==> src/rtl/cla_scan_display.sv <==
// Registered WIDTH-bit carry-lookahead adder (4-bit P/G groups) with a
// time-multiplexed hex 7-segment display of the sum, operands or group carries.
module cla_scan_display #(
  parameter  int WIDTH       = 8,
  parameter  int REFRESH_DIV = 100000,
  parameter  int BLANK_LZ    = 1,
  localparam int NDIG        = WIDTH / 4 + 1
) (
  input  logic              CLOCK,
  input  logic              RESET,
  input  logic [WIDTH-1:0]  A,
  input  logic [WIDTH-1:0]  B,
  input  logic              C_IN,
  input  logic              LOAD,
  input  logic [1:0]        MODE,
  output logic [WIDTH-1:0]  S,
  output logic              C_OUT,
  output logic              OVF,
  output logic              VALID,
  output logic [NDIG-1:0]   AN,
  output logic [6:0]        CA
);

  localparam int NG   = WIDTH / 4;
  localparam int CW   = (REFRESH_DIV > 1) ? $clog2(REFRESH_DIV) : 1;
  localparam int IW   = $clog2(NDIG);
  localparam int NSLT = 2 ** IW;
  localparam logic [CW-1:0] CNT_LAST = CW'(REFRESH_DIV - 1);
  localparam logic [IW-1:0] IDX_LAST = IW'(NDIG - 1);
  localparam logic [IW-1:0] IDX_TOP  = IW'(NG);

  logic [WIDTH-1:0] a_q, b_q;
  logic             cin_q;
  logic             load_q;
  logic [NG-1:0]    grp_c_q;
  logic [CW-1:0]    cnt;
  logic [IW-1:0]    idx;

  // Carry-lookahead datapath from the captured operands
  logic [WIDTH-1:0] p, g, bit_c, sum_c;
  logic [NG-1:0]    pg, gg;
  logic [NG:0]      c;

  always_comb begin
    p     = a_q ^ b_q;
    g     = a_q & b_q;
    c     = '0;
    pg    = '0;
    gg    = '0;
    bit_c = '0;
    c[0]  = cin_q;
    for (int k = 0; k < NG; k++) begin
      pg[k] = &p[4*k +: 4];
      gg[k] = g[4*k+3]
            | (p[4*k+3] & g[4*k+2])
            | (p[4*k+3] & p[4*k+2] & g[4*k+1])
            | (p[4*k+3] & p[4*k+2] & p[4*k+1] & g[4*k]);
      c[k+1] = gg[k] | (pg[k] & c[k]);
      // ripple inside the group only, seeded by the lookahead carry
      bit_c[4*k] = c[k];
      for (int i = 1; i < 4; i++)
        bit_c[4*k+i] = g[4*k+i-1] | (p[4*k+i-1] & bit_c[4*k+i-1]);
    end
    sum_c = p ^ bit_c;
  end

  // Scan timing
  logic          wrap;
  logic [CW-1:0] cnt_next;
  logic [IW-1:0] idx_next;

  always_comb begin
    wrap     = (cnt == CNT_LAST);
    cnt_next = wrap ? '0 : cnt + 1'b1;
    idx_next = idx;
    if (wrap) idx_next = (idx == IDX_LAST) ? '0 : idx + 1'b1;
  end

  function automatic logic [6:0] hex_font(input logic [3:0] v);
    case (v)
      4'h0: hex_font = 7'b1000000;
      4'h1: hex_font = 7'b1111001;
      4'h2: hex_font = 7'b0100100;
      4'h3: hex_font = 7'b0110000;
      4'h4: hex_font = 7'b0011001;
      4'h5: hex_font = 7'b0010010;
      4'h6: hex_font = 7'b0000010;
      4'h7: hex_font = 7'b1111000;
      4'h8: hex_font = 7'b0000000;
      4'h9: hex_font = 7'b0010000;
      4'hA: hex_font = 7'b0001000;
      4'hB: hex_font = 7'b0000011;
      4'hC: hex_font = 7'b1000110;
      4'hD: hex_font = 7'b0100001;
      4'hE: hex_font = 7'b0000110;
      default: hex_font = 7'b0001110;
    endcase
  endfunction

  // Digit values and leading-zero detection for the digit about to be lit
  logic [3:0]      dig [NSLT];
  logic [NSLT-1:0] nz;
  logic            blank;
  logic [NDIG-1:0] an_next;
  logic [6:0]      ca_next;

  always_comb begin
    for (int k = 0; k < NSLT; k++) dig[k] = 4'h0;
    nz = '0;
    for (int k = 0; k < NG; k++) begin
      case (MODE)
        2'd0:    dig[k] = S[4*k +: 4];
        2'd1:    dig[k] = a_q[4*k +: 4];
        2'd2:    dig[k] = b_q[4*k +: 4];
        default: dig[k] = {3'b000, grp_c_q[k]};
      endcase
      nz[k] = |dig[k];
    end
    dig[NG] = {3'b000, C_OUT};
    nz[NG]  = (MODE == 2'd0) & C_OUT;

    blank = 1'b0;
    if (MODE == 2'd0 && !VALID) blank = 1'b1;
    if (MODE != 2'd0 && idx_next == IDX_TOP) blank = 1'b1;
    if (BLANK_LZ != 0 && idx_next != '0 && (nz >> idx_next) == '0) blank = 1'b1;

    an_next = ~(NDIG'(1) << idx_next);
    ca_next = blank ? 7'b1111111 : hex_font(dig[idx_next]);
  end

  always_ff @(posedge CLOCK) begin
    if (RESET) begin
      a_q     <= '0;
      b_q     <= '0;
      cin_q   <= 1'b0;
      load_q  <= 1'b0;
      S       <= '0;
      C_OUT   <= 1'b0;
      OVF     <= 1'b0;
      VALID   <= 1'b0;
      grp_c_q <= '0;
      cnt     <= '0;
      idx     <= '0;
      AN      <= '1;
      CA      <= 7'b1111111;
    end else begin
      load_q <= LOAD;
      if (LOAD) begin
        a_q   <= A;
        b_q   <= B;
        cin_q <= C_IN;
      end
      if (load_q) begin
        S       <= sum_c;
        C_OUT   <= c[NG];
        OVF     <= bit_c[WIDTH-1] ^ c[NG];
        grp_c_q <= c[NG:1];
      end
      // results reflect the last LOAD only once its pipeline stage has completed
      VALID <= ~LOAD & (VALID | load_q);
      cnt   <= cnt_next;
      idx   <= idx_next;
      AN    <= an_next;
      CA    <= ca_next;
    end
  end

endmodule

==> config.mk <==
export PLATFORM = sky130hd
export DESIGN_NAME = cla_scan_display
export DESIGN_NICKNAME = d
export VERILOG_FILES = /design/src/rtl/cla_scan_display.sv
export SDC_FILE = /design/constraint.sdc
export NUM_CORES = 1
export LEC_CHECK = 0
export CAP_MARGIN = 40
export CORE_MARGIN = 4
export CORE_UTILIZATION = 40
export CTS_CLUSTER_SIZE = 30
export DETAILED_ROUTE_END_ITERATION = 6
export DONT_BUFFER_PORTS = 1
export PLACE_DENSITY = 0.62
export SYNTH_ARGS = -nofsm -noshare
export SYNTH_HDL_FRONTEND = slang
export SYNTH_SLANG_ARGS = --single-unit
export TNS_END_PERCENT = 1
==> constraint.sdc <==
create_clock -name CLOCK -period 7.1 [get_ports CLOCK]
set_input_delay 2.13 -clock CLOCK [delete_from_list [all_inputs] [get_ports CLOCK]]
set_output_delay 2.13 -clock CLOCK [all_outputs]
set_load 0.01 [all_outputs]
==> flow_summary_export.csv <==
group,metric,value,unit
final_layout,fin_cells,453,
route,vias,2439,
yosys,async_reset_ff_frac,0,
yosys,synth_flop_cell,"dfxtp_1",
final_layout,fillerInstances,787,
sta,max_freq,0.257,GHz
worst_setup_path,slowest_stage,"mux4_1",
clock_network,post_cts_resized,0,
route,drt_iter0_drc,71,
route,wl,6740,um
placed_design,gp_congestion,0.807,
floorplanning,row_count,32,
global_route,grtUsageTotal,0.147,
clock_network,clkLatencyLatePin,0.33,ns
sta,period_needed,3.90,ns
final_layout,layout-drive-gt1-share,0.0655,
power,powerDensity,203,nW/um^2
yosys,synth_seq_cells,59,
sta,final-hold-violation-count,0,
yosys,syn_inst,354,
sta,setup_slack,3.20,ns
worst_setup_path,crit_path_end_kind,"register",
yosys,syn_avg_cell_area,9.10,um^2
global_route,grt_start_max_net_pins,42,
sta,whs,0.452,ns
route,vias_per_cell,5.38,
power,irDropWorstVdd,0.135,mV
final_layout,seq_area,1180,um^2
yosys,synth_area,3220,um^2
yosys,synth.distinct_cells,55,
clock_network,htreeDepth,3,
worst_setup_path,endpoint,"CA[0]",
sta,setup_viol,0,
final_layout,finalNetCount,389,
route,drtAntennaViolNets,0,
worst_setup_path,worst-endpoint-required,7.30,ns
placed_design,dpl.cell_count,438,
clock_network,cts.clk_slew.worst_paths,0.06,ns
floorplanning,die_x,97.7,um
route,drcViolationCount,0,
placed_design,dpl.hpwl,5030,um
yosys,ys_seq_area_frac,0.367,
final_layout,antenna_cells,0,
yosys,syn-num-nets,396,
clock_network,cts_root_buffer,"clkbuf_8",
worst_setup_path,rr_endpoint,"CA[0]",
sta,min_period_over_period,0.549,
worst_setup_path,crit_start,"MODE[0]",
route,firstDrtPassIters,5,
sta,relSlewSlack,0.438,
floorplanning,die_y,97.7,um
worst_setup_path,critPathKind,"in -> reg",
clock_network,cts_tree,"yes",
clock_network,cts_setup_buffers,0,
yosys,synth_edf_count,0,
floorplanning,dieArea,9550,um^2
clock_network,cts_hold_buf,0,
flow_run,max_cap_viol_count,0,
floorplanning,start_util,0.415,
placed_design,port_buffers,0,
power,p_leak,1.44,nW
sta,slew_viol_final,0,
worst_setup_path,worstPathCellList,"mux4_1, mux2i_1, o211ai_1, a21oi_1, inv_1, ha_1, inv_1, a2111oi_0, a211oi_1, o211ai_1",
sta,fin_skew,0.00978,ns
clock_network,cts_buffers,9,
final_layout,multiInputGateArea,1870,um^2
sta,rsz0062_at_grt,"no",
floorplanning,core_area,7770,um^2
worst_hold_path,whs_path_depth,1,
floorplanning,ioPinCount,43,
placed_design,pre_cts_slack,2.88,ns
worst_setup_path,reg2reg_from,"cnt[0]",
worst_setup_path,slowest_delay,0.57,ns
global_route,grt_pass1_vias,2395,
route,wl_per_cell,14.9,um
clock_network,clock-sinks,59,
global_route,grt_first_pass_wirelength,11600,um
worst_setup_path,worstRegToRegCells,12,
clock_network,clock_path_buffers,2,
sta,setup_tns,0,ns
final_layout,syn_to_final_growth,6.18,%
yosys,ys_warn_count,0,
worst_setup_path,cp.arrival,4.10,ns
worst_setup_path,cp_max_fo,11,
worst_setup_path,cp-start-kind,"input port",
global_route,grt-ovfl-total,0,
worst_setup_path,ff2ff_setup_slack,4.00,ns
run_status,status,"complete, no violations",
global_route,antenna_found_initial,0,
sta,worst_slew_pin_slew,0.842,ns
worst_hold_path,hp-class,"reg -> reg",
## layer usage
metal | part of all wire | track usage | vias up
li1 | - | - | 1231
met1 | 0.47 | 0.186 | 1137
met2 | 0.45 | 0.229 | 64
met5 | 0 | 0 | -
met4 | 0.0079 | 0.0447 | 0
met3 | 0.067 | 0.0636 | 7
## layout make-up
| type | count | area share |
|---|---|---|
| flip-flops and latches | 59 | 0.345 |
| well taps | 102 | 0.0373 |
| clock buffers | 12 | 0.0424 |
| inverters | 21 | 0.0231 |
| clock inverters | 3 | 0.00439 |
| multi-input cells | 256 | 0.547 |
## kinds of logic (layout without fill, tap and decap cells)
family	Yosys count	count (layout)	synth area share
AO/OA/AOI/OAI	55	55	0.125
flip-flops	59	59	0.367
buffers and inverters	39	36	0.0521
multiplexers	36	36	0.122
XOR/XNOR	16	16	0.0435
AND/OR/NAND/NOR	129	129	0.199
adder cells (fa/ha/maj)	20	20	0.0917
## report_power, final
group | internal [W] | leakage (nW) | switching, W | total [W]
Combinational | 0.0000343 | 0.866 | 0.0000360 | 0.0000703
Sequential | 0.000347 | 0.484 | 0.0000197 | 0.000367
Clock | 0.000133 | 0.0860 | 0.000125 | 0.000257
## critical path, delay by kind of cell
kind            cells  cell delay (ns)
fa+ha+maj           1             0.23
compound gates      5             0.83
buf+inv             2             0.19
mux                 2             0.72
## synthesized netlist by cell type (2+ instances only)
cell type	n	area, um^2
and3_1	7	43.8
o21ai_1	4	20.0
buf_1	3	11.3
o311ai_1	2	17.5
xnor2_1	7	61.3
nand2b_1	3	18.8
a211oi_1	10	75.1
inv_1	21	78.8
dfxtp_1	59	1180
xor2_1	9	78.8
clkbuf_1	7	26.3
a2111oi_0	2	17.5
a21o_1	4	30.0
nand3_1	14	70.1
fa_1	6	120
or3_1	4	25.0
ha_1	14	175
a211o_1	2	17.5
mux2i_1	31	310
nand2_1	17	63.8
o211ai_1	5	37.5
a21oi_1	7	35.0
nor3b_1	3	22.5
o2bb2ai_1	5	43.8
and4_1	2	17.5
nand4_1	4	25.0
o21ai_0	5	25.0
nor2_1	60	225
buf_2	5	25.0
nor3_1	5	25.0
mux2_2	2	22.5
a22oi_1	2	15.0
## stage by stage
stage | area (um^2) | total power (W) | utilization
after floorplan | 3220 | 0.000435 | -
after global placement | 3260 | 0.000442 | 0.420
after detailed placement | 3260 | 0.000445 | 0.420
after CTS | 3420 | 0.000703 | 0.440
after global routing | 3420 | 0.000733 | 0.440
final | 3420 | 0.000695 | 0.440
## placed cells by master, fill, tap and decap left out, types with 5 or more instances in the layout
cell and count:
a211oi_1 10, a21oi_1 7, and3_1 7, clkbuf_8 10, dfxtp_1 59, fa_1 6, ha_1 14, inv_1 21
mux2i_1 31, nand2_1 17, nand3_1 14, nor2_1 60, nor3_1 5, o211ai_1 5, o21ai_0 5, o2bb2ai_1 5
xnor2_1 7, xor2_1 9
## flip-flops by register name (all words and copies together) (netlist names)
register  count
cnt          17
S             8
a_q           8
b_q           8
CA            7
AN            3
idx           2
C_OUT         1
OVF           1
VALID         1
cin_q         1
grp_c_q       1
load_q        1
## worst min path at each step
stage / end / slack, ns / startpoint
global placement: cnt[0] / 0.42 / cnt[0]
finish: cnt[0] / 0.45 / cnt[0]
CTS: cnt[0] / 0.46 / cnt[0]
detailed placement: cnt[0] / 0.45 / cnt[0]
global route: cnt[0] / 0.48 / cnt[0]
floorplan: cnt[0] / 0.41 / cnt[0]
No activity file was read; power rests on OpenSTA's default activity.
